$ cat config.mk
export PLATFORM = sky130hd
export DESIGN_NAME = program_load_sequencer
export DESIGN_NICKNAME = d
export VERILOG_FILES = /design/src/rtl/program_load_sequencer.sv
export SDC_FILE = /design/constraint.sdc
export NUM_CORES = 1
export LEC_CHECK = 0
export CAP_MARGIN = 20
export CORE_ASPECT_RATIO = 2
export CORE_MARGIN = 2
export CORE_UTILIZATION = 26
export CTS_CLUSTER_SIZE = 10
export DETAILED_ROUTE_END_ITERATION = 8
export GPL_TIMING_DRIVEN = 1
export SYNTH_ARGS = -nofsm -noshare
export SYNTH_HDL_FRONTEND = slang
export SYNTH_SLANG_ARGS = --single-unit
$ cat constraint.sdc
create_clock -name Clk -period 1.8 [get_ports Clk]
set_clock_uncertainty 0.2 [all_clocks]
set_input_delay 0.27 -clock Clk [delete_from_list [all_inputs] [get_ports Clk]]
set_output_delay 0.27 -clock Clk [all_outputs]
set_load 0.005 [all_outputs]
$ cat src/rtl/program_load_sequencer.sv
// Program load sequencer: streams a program into instruction memory,
// then gates reset and pipeline advance of the core (run/step/halt).
module program_load_sequencer #(
  parameter int IMEM_DEPTH = 32,
  parameter int ADDR_W     = 5,
  parameter int CYCLE_W    = 16,
  parameter int MAX_CYCLES = 0
) (
  input  logic               Clk,
  input  logic               Reset,
  input  logic               Load_Valid,
  input  logic [7:0]         Load_Data,
  input  logic               Load_Last,
  output logic               Load_Ready,
  input  logic               Start,
  input  logic               Step,
  input  logic               Halt,
  input  logic               Clear,
  output logic               Imem_We,
  output logic [ADDR_W-1:0]  Imem_Addr,
  output logic [7:0]         Imem_Wdata,
  output logic               Core_Reset,
  output logic               Core_Clk_En,
  output logic [2:0]         State,
  output logic [ADDR_W:0]    Load_Count,
  output logic [CYCLE_W-1:0] Cycle_Count
);

  typedef enum logic [2:0] {
    S_IDLE  = 3'd0,
    S_READY = 3'd1,
    S_RUN   = 3'd2,
    S_STEP  = 3'd3,
    S_HALT  = 3'd4
  } state_t;

  localparam logic [ADDR_W:0]  DEPTH_C = (ADDR_W+1)'(IMEM_DEPTH);
  localparam logic [ADDR_W:0]  ONE_L   = (ADDR_W+1)'(1);
  localparam logic [CYCLE_W:0] MAX_C   = (CYCLE_W+1)'(MAX_CYCLES);
  localparam bit               LIM_EN  = (MAX_CYCLES != 0);

  state_t               r_state, w_next;
  logic [ADDR_W:0]      r_lcnt, w_lcnt_nx, w_lcnt_inc;
  logic [CYCLE_W-1:0]   r_ccnt, w_ccnt_nx, w_ccnt_inc;
  logic                 r_ready, r_we, r_crst, r_cen;
  logic [ADDR_W-1:0]    r_addr;
  logic [7:0]           r_wdata;
  logic                 w_xfer, w_at_lim, w_hit;

  assign w_xfer     = Load_Valid && r_ready && (r_state == S_IDLE);
  assign w_lcnt_inc = r_lcnt + ONE_L;
  assign w_ccnt_inc = (&r_ccnt) ? r_ccnt : r_ccnt + 1'b1;
  // at_lim blocks restart; hit ends a run on the edge the limit is reached
  assign w_at_lim   = LIM_EN && ({1'b0, r_ccnt} >= MAX_C);
  assign w_hit      = LIM_EN && r_cen && ({1'b0, w_ccnt_inc} >= MAX_C);

  always_comb begin
    w_next    = r_state;
    w_lcnt_nx = r_lcnt;
    w_ccnt_nx = r_cen ? w_ccnt_inc : r_ccnt;
    unique case (r_state)
      S_IDLE: begin
        if (w_xfer) begin
          w_lcnt_nx = w_lcnt_inc;
          if (Load_Last || (w_lcnt_inc == DEPTH_C))
            w_next = S_READY;
        end
      end
      S_READY, S_HALT: begin
        if (Clear) begin
          w_next    = S_IDLE;
          w_lcnt_nx = '0;
          w_ccnt_nx = '0;
        end else if (Start && !w_at_lim) begin
          w_next = S_RUN;
        end else if (Step) begin
          w_next = S_STEP;
        end
      end
      S_RUN: begin
        if (Clear) begin
          w_next    = S_IDLE;
          w_lcnt_nx = '0;
          w_ccnt_nx = '0;
        end else if (Halt || w_hit) begin
          w_next = S_HALT;
        end
      end
      S_STEP: begin
        if (Clear) begin
          w_next    = S_IDLE;
          w_lcnt_nx = '0;
          w_ccnt_nx = '0;
        end else begin
          w_next = S_HALT;
        end
      end
      default: w_next = S_IDLE;
    endcase
  end

  always_ff @(posedge Clk or negedge Reset) begin
    if (!Reset) begin
      r_state <= S_IDLE;
      r_lcnt  <= '0;
      r_ccnt  <= '0;
      r_ready <= 1'b0;
      r_we    <= 1'b0;
      r_addr  <= '0;
      r_wdata <= '0;
      r_crst  <= 1'b1;
      r_cen   <= 1'b0;
    end else begin
      r_state <= w_next;
      r_lcnt  <= w_lcnt_nx;
      r_ccnt  <= w_ccnt_nx;
      r_we    <= w_xfer;
      if (w_xfer) begin
        r_addr  <= r_lcnt[ADDR_W-1:0];
        r_wdata <= Load_Data;
      end
      r_ready <= (w_next == S_IDLE) && (w_lcnt_nx < DEPTH_C);
      r_crst  <= (w_next == S_IDLE) || (w_next == S_READY);
      r_cen   <= (w_next == S_RUN) || (w_next == S_STEP);
    end
  end

  assign State       = r_state;
  assign Load_Ready  = r_ready;
  assign Imem_We     = r_we;
  assign Imem_Addr   = r_addr;
  assign Imem_Wdata  = r_wdata;
  assign Core_Reset  = r_crst;
  assign Core_Clk_En = r_cen;
  assign Load_Count  = r_lcnt;
  assign Cycle_Count = r_ccnt;

endmodule

==> run_results.csv, run 1 <==
group,metric,value,unit
setup_path,reg2reg_depth,6,
placement,dp_hpwl,4191,µm
logic_synthesis,synth_area_leaders,"dfrtp_1 (50%), mux2_2 (8.9%), nand3_1 (3.2%)",
finish,finish.utilization,43.62,%
clock_tree,cts_root_buf,"clkbuf_16",
timing,fin_crit,1.829,ns
grt,antenna_found_initial,0,
finish,area_growth,63.18,%
logic_synthesis,yosys.cell_types.count,45,
power_and_ir_drop,leakage,1.474,nW
grt,grt_pass1_vias,1841,
logic_synthesis,netlist.area_leader.share,50.49,%
routing,totalWireLength,5503,µm
outcome,status,"complete, but fails checks",
run,drv_cap,0,
logic_synthesis,ys_seq_elements,42,
timing,tightest_slew,0.4037,ns
clock_tree,numCtsBuffers,5,
timing,final_max_slew_viol_count,0,
setup_path,r2r_end,"Cycle_Count[7]",
setup_path,required,1.82,ns
outcome,violations,"setup timing",
logic_synthesis,syn-cell-area,2032,µm²
routing,viasPerCell,4.869,
routing,wl_per_cell,14.41,µm
placement,io_buffers,57,
worst_hold_path,min_path_type,"in -> async",
clock_tree,cts.sinks,42,
timing,fmaxAchievable,546.9,MHz
floorplan,fp.dieArea,8581,µm²
timing,period_share,101.6,%
timing,relSlewSlack,72.88,%
power_and_ir_drop,vdd_drop_max,0.0006851,V
routing,drc,0,
logic_synthesis,syn_inst,182,
finish,fin_nets,305,
timing,fin_ws,-0.02856,ns
floorplan,rows,45,
clock_tree,cts_tree,"built",
placement,place_congestion,0.8377,
clock_tree,clockBufferDepth,2,
grt,overflow,0,
timing,rsz0062_at_grt,"yes",
finish,antenna_cells,0,
setup_path,cp_max_fo,9,
setup_path,critPathKind,"reg -> reg",
routing,vias,1860,
routing,drt_iter0_drc,85,
timing,hold_slack,0.2570,ns
setup_path,r2r_slack,-0.03,ns
setup_path,worstReg2RegStart,"Cycle_Count[0]",
logic_synthesis,avgSynthCellArea,11.16,µm²
power_and_ir_drop,report.power.total,0.003438,W
grt,grt_usage,13.70,%
setup_path,cp_data_arrival_time,1.85,ns
routing,postRouteAntennaNets,0,
floorplan,core_area,7601,µm²
logic_synthesis,syn-num-nets,200,
clock_tree,clkTransAtPathRegs,0.06,ns
setup_path,start_kind,"flip-flop",
placement,place_area,2998,µm²
logic_synthesis,yosysTopAreaCell,"dfrtp_1",
clock_tree,clock_latency,0.28,ns
logic_synthesis,seq_area_frac_synth,51.79,%
finish,stdcell_area,3316,µm²
floorplan,dieHeight,129.0,µm
power_and_ir_drop,powerDensity,1037,nW/µm²
routing,first_pass_iters,4,
floorplan,fp.dieW,66.51,µm
grt,grt_max_degree,19,
timing,setup_viol,5,
grt,grt_pass1_wl,8935,µm
finish,drive_above_1_share,34.03,%
floorplan,start_util,26.73,%
clock_tree,cts_max_level,2,
setup_path,critical_path.endpoint_type,"flip-flop",
timing,final_hold_viol_count,0,
floorplan,pin_count,58,
logic_synthesis,synth_warnings,0,
## per-stage QoR
stage               setup TNS (ns)  std cells  setup slack [ns]
finish                    -0.07669        382          -0.02856
global placement            -1.748        369           -0.1647
detailed placement          -1.983        369           -0.1739
floorplan                 -0.04912        182          -0.03044
global route               -0.6454        382          -0.09285
CTS                        -0.1452        380          -0.04988
## cell usage in the layout, fill, tap and decap left out, types with 3 or more instances in the layout
| cell | instances |
|---|---|
| clkbuf_16 | 5 |
| dfrtp_1 | 35 |
| inv_1 | 3 |
| nor3_1 | 4 |
| buf_6 | 6 |
| and4_1 | 3 |
| a31oi_1 | 3 |
| o21ai_0 | 3 |
| mux2i_1 | 3 |
| nand2_1 | 7 |
| a22o_1 | 4 |
| nand4_1 | 4 |
| or4_1 | 4 |
| a21oi_1 | 7 |
| mux2_2 | 15 |
| o31ai_1 | 5 |
| dlymetal6s2s_1 | 4 |
| nor2_1 | 15 |
| buf_4 | 40 |
| dfrtp_2 | 6 |
| clkdlybuf4s50_1 | 50 |
| nand3_2 | 4 |
| nand3_1 | 9 |
## what timing repair did
item / 4_1_cts / 5_1_grt
endpoints found under the setup margin: 12 / 27
hold buffers: 1 / 0
pin swaps: 5 / 12
endpoints found under the hold margin: 14 / 0
setup buffers: 3 / 2
resized for setup: 8 / 31
cloned: 0 / 0
## area by class of cell
class                           count  area (µm²)
Tap cell                           94       117.6
Timing Repair Buffer              104       950.9
Multi-Input combinational cell    131        1030
Inverter                            3       11.26
Sequential cell                    42        1060
Clock buffer                        8       146.4
Fill cell                         760        4285
## power breakdown
part / internal, W / switching [W] / leakage, nW
clock network: 0.000553 / 0.000351 / 0.0712
logic: 0.000778 / 0.000404 / 0.864
registers: 0.00117 / 0.000184 / 0.539
## cell usage after synthesis (all sizes together)
| library cell | number |
|---|---|
| dfrtp | 41 |
| mux2 | 16 |
| nor2 | 16 |
| nand3 | 13 |
| nand2 | 9 |
| a21oi | 8 |
| buf | 5 |
| o21ai | 5 |
| o31ai | 5 |
| or4 | 5 |
| a22o | 4 |
| a31oi | 4 |
| and4 | 4 |
| nand4 | 4 |
| nor3 | 4 |
| a211oi | 3 |
| and3 | 3 |
| inv | 3 |
| mux2i | 3 |
| or3 | 3 |
| and4b | 2 |
| ha | 2 |
| nor4 | 2 |
| o211a | 2 |
| a2111oi | 1 |
| a211o | 1 |
| a221oi | 1 |
| a31o | 1 |
| clkbuf | 1 |
| dfstp | 1 |
| nand2b | 1 |
| nand3b | 1 |
| nor3b | 1 |
| o211ai | 1 |
| o21a | 1 |
| o22a | 1 |
| o311a | 1 |
| o41ai | 1 |
| xnor2 | 1 |
| xor2 | 1 |
## registers in the layout (all words and copies together) (netlist names)
register / flops
State: 3
Cycle_Count: 16
Load_Count: 6
Imem_We: 1
Load_Ready: 1
Core_Reset: 1
Imem_Wdata: 8
Core_Clk_En: 1
Imem_Addr: 5
## kinds of logic (layout without fill, tap and decap cells)
kind of cell | Yosys count | count (layout) | synth area share [%]
and+or+nand+nor | 68 | 68 | 19.34
DFF | 42 | 42 | 51.79
AOI/OAI and AO/OA | 40 | 40 | 13.92
muxes | 19 | 19 | 10.34
buffers and inverters | 9 | 115 | 2.524
adders and majority gates | 2 | 2 | 1.231
xor gates and xnor gates | 2 | 2 | 0.8622
## worst max-delay path, cell delays in order (launching register included)
cell,delay (ns)
dfrtp_1,0.43
ha_4,0.19
nand4_1,0.20
nor4_4,0.05
buf_6,0.14
or4_1,0.42
a21oi_2,0.12
## metal layers
metal,vias to the layer above,track usage (%),share of wire (%)
li1,903,-,-
met2,37,25.76,59
met5,-,0,0
met1,913,14.01,35
met3,7,2.431,2.7
met4,0,6.603,2.5
## worst max-delay path by stage
stage	start	end	slack, ns	cells after the start
final	Cycle_Count[0]	Cycle_Count[7]	-0.03	6
after CTS	Cycle_Count[0]	Cycle_Count[10]	-0.05	5
after floorplan	Cycle_Count[5]	Cycle_Count[0]	-0.03	4
after detailed placement	Load_Valid	Load_Count[3]	-0.17	5
after global routing	Cycle_Count[0]	Cycle_Count[9]	-0.09	6
after global placement	Step	Load_Ready	-0.16	6
Power figures use the tool's default switching activity.
==> run 2, diff against run 1 <==
HOLD_SLACK_MARGIN = 0.12   (was unset)
==> results of run 2 <==
No change in the layout: final DEF, timing and power equal those of run 1.
==> run 3, diff against run 2 <==
ABC_CLOCK_PERIOD_IN_PS = 1800   (was unset)
==> results of run 3 <==
No change in the layout: final DEF, timing and power equal those of run 1.
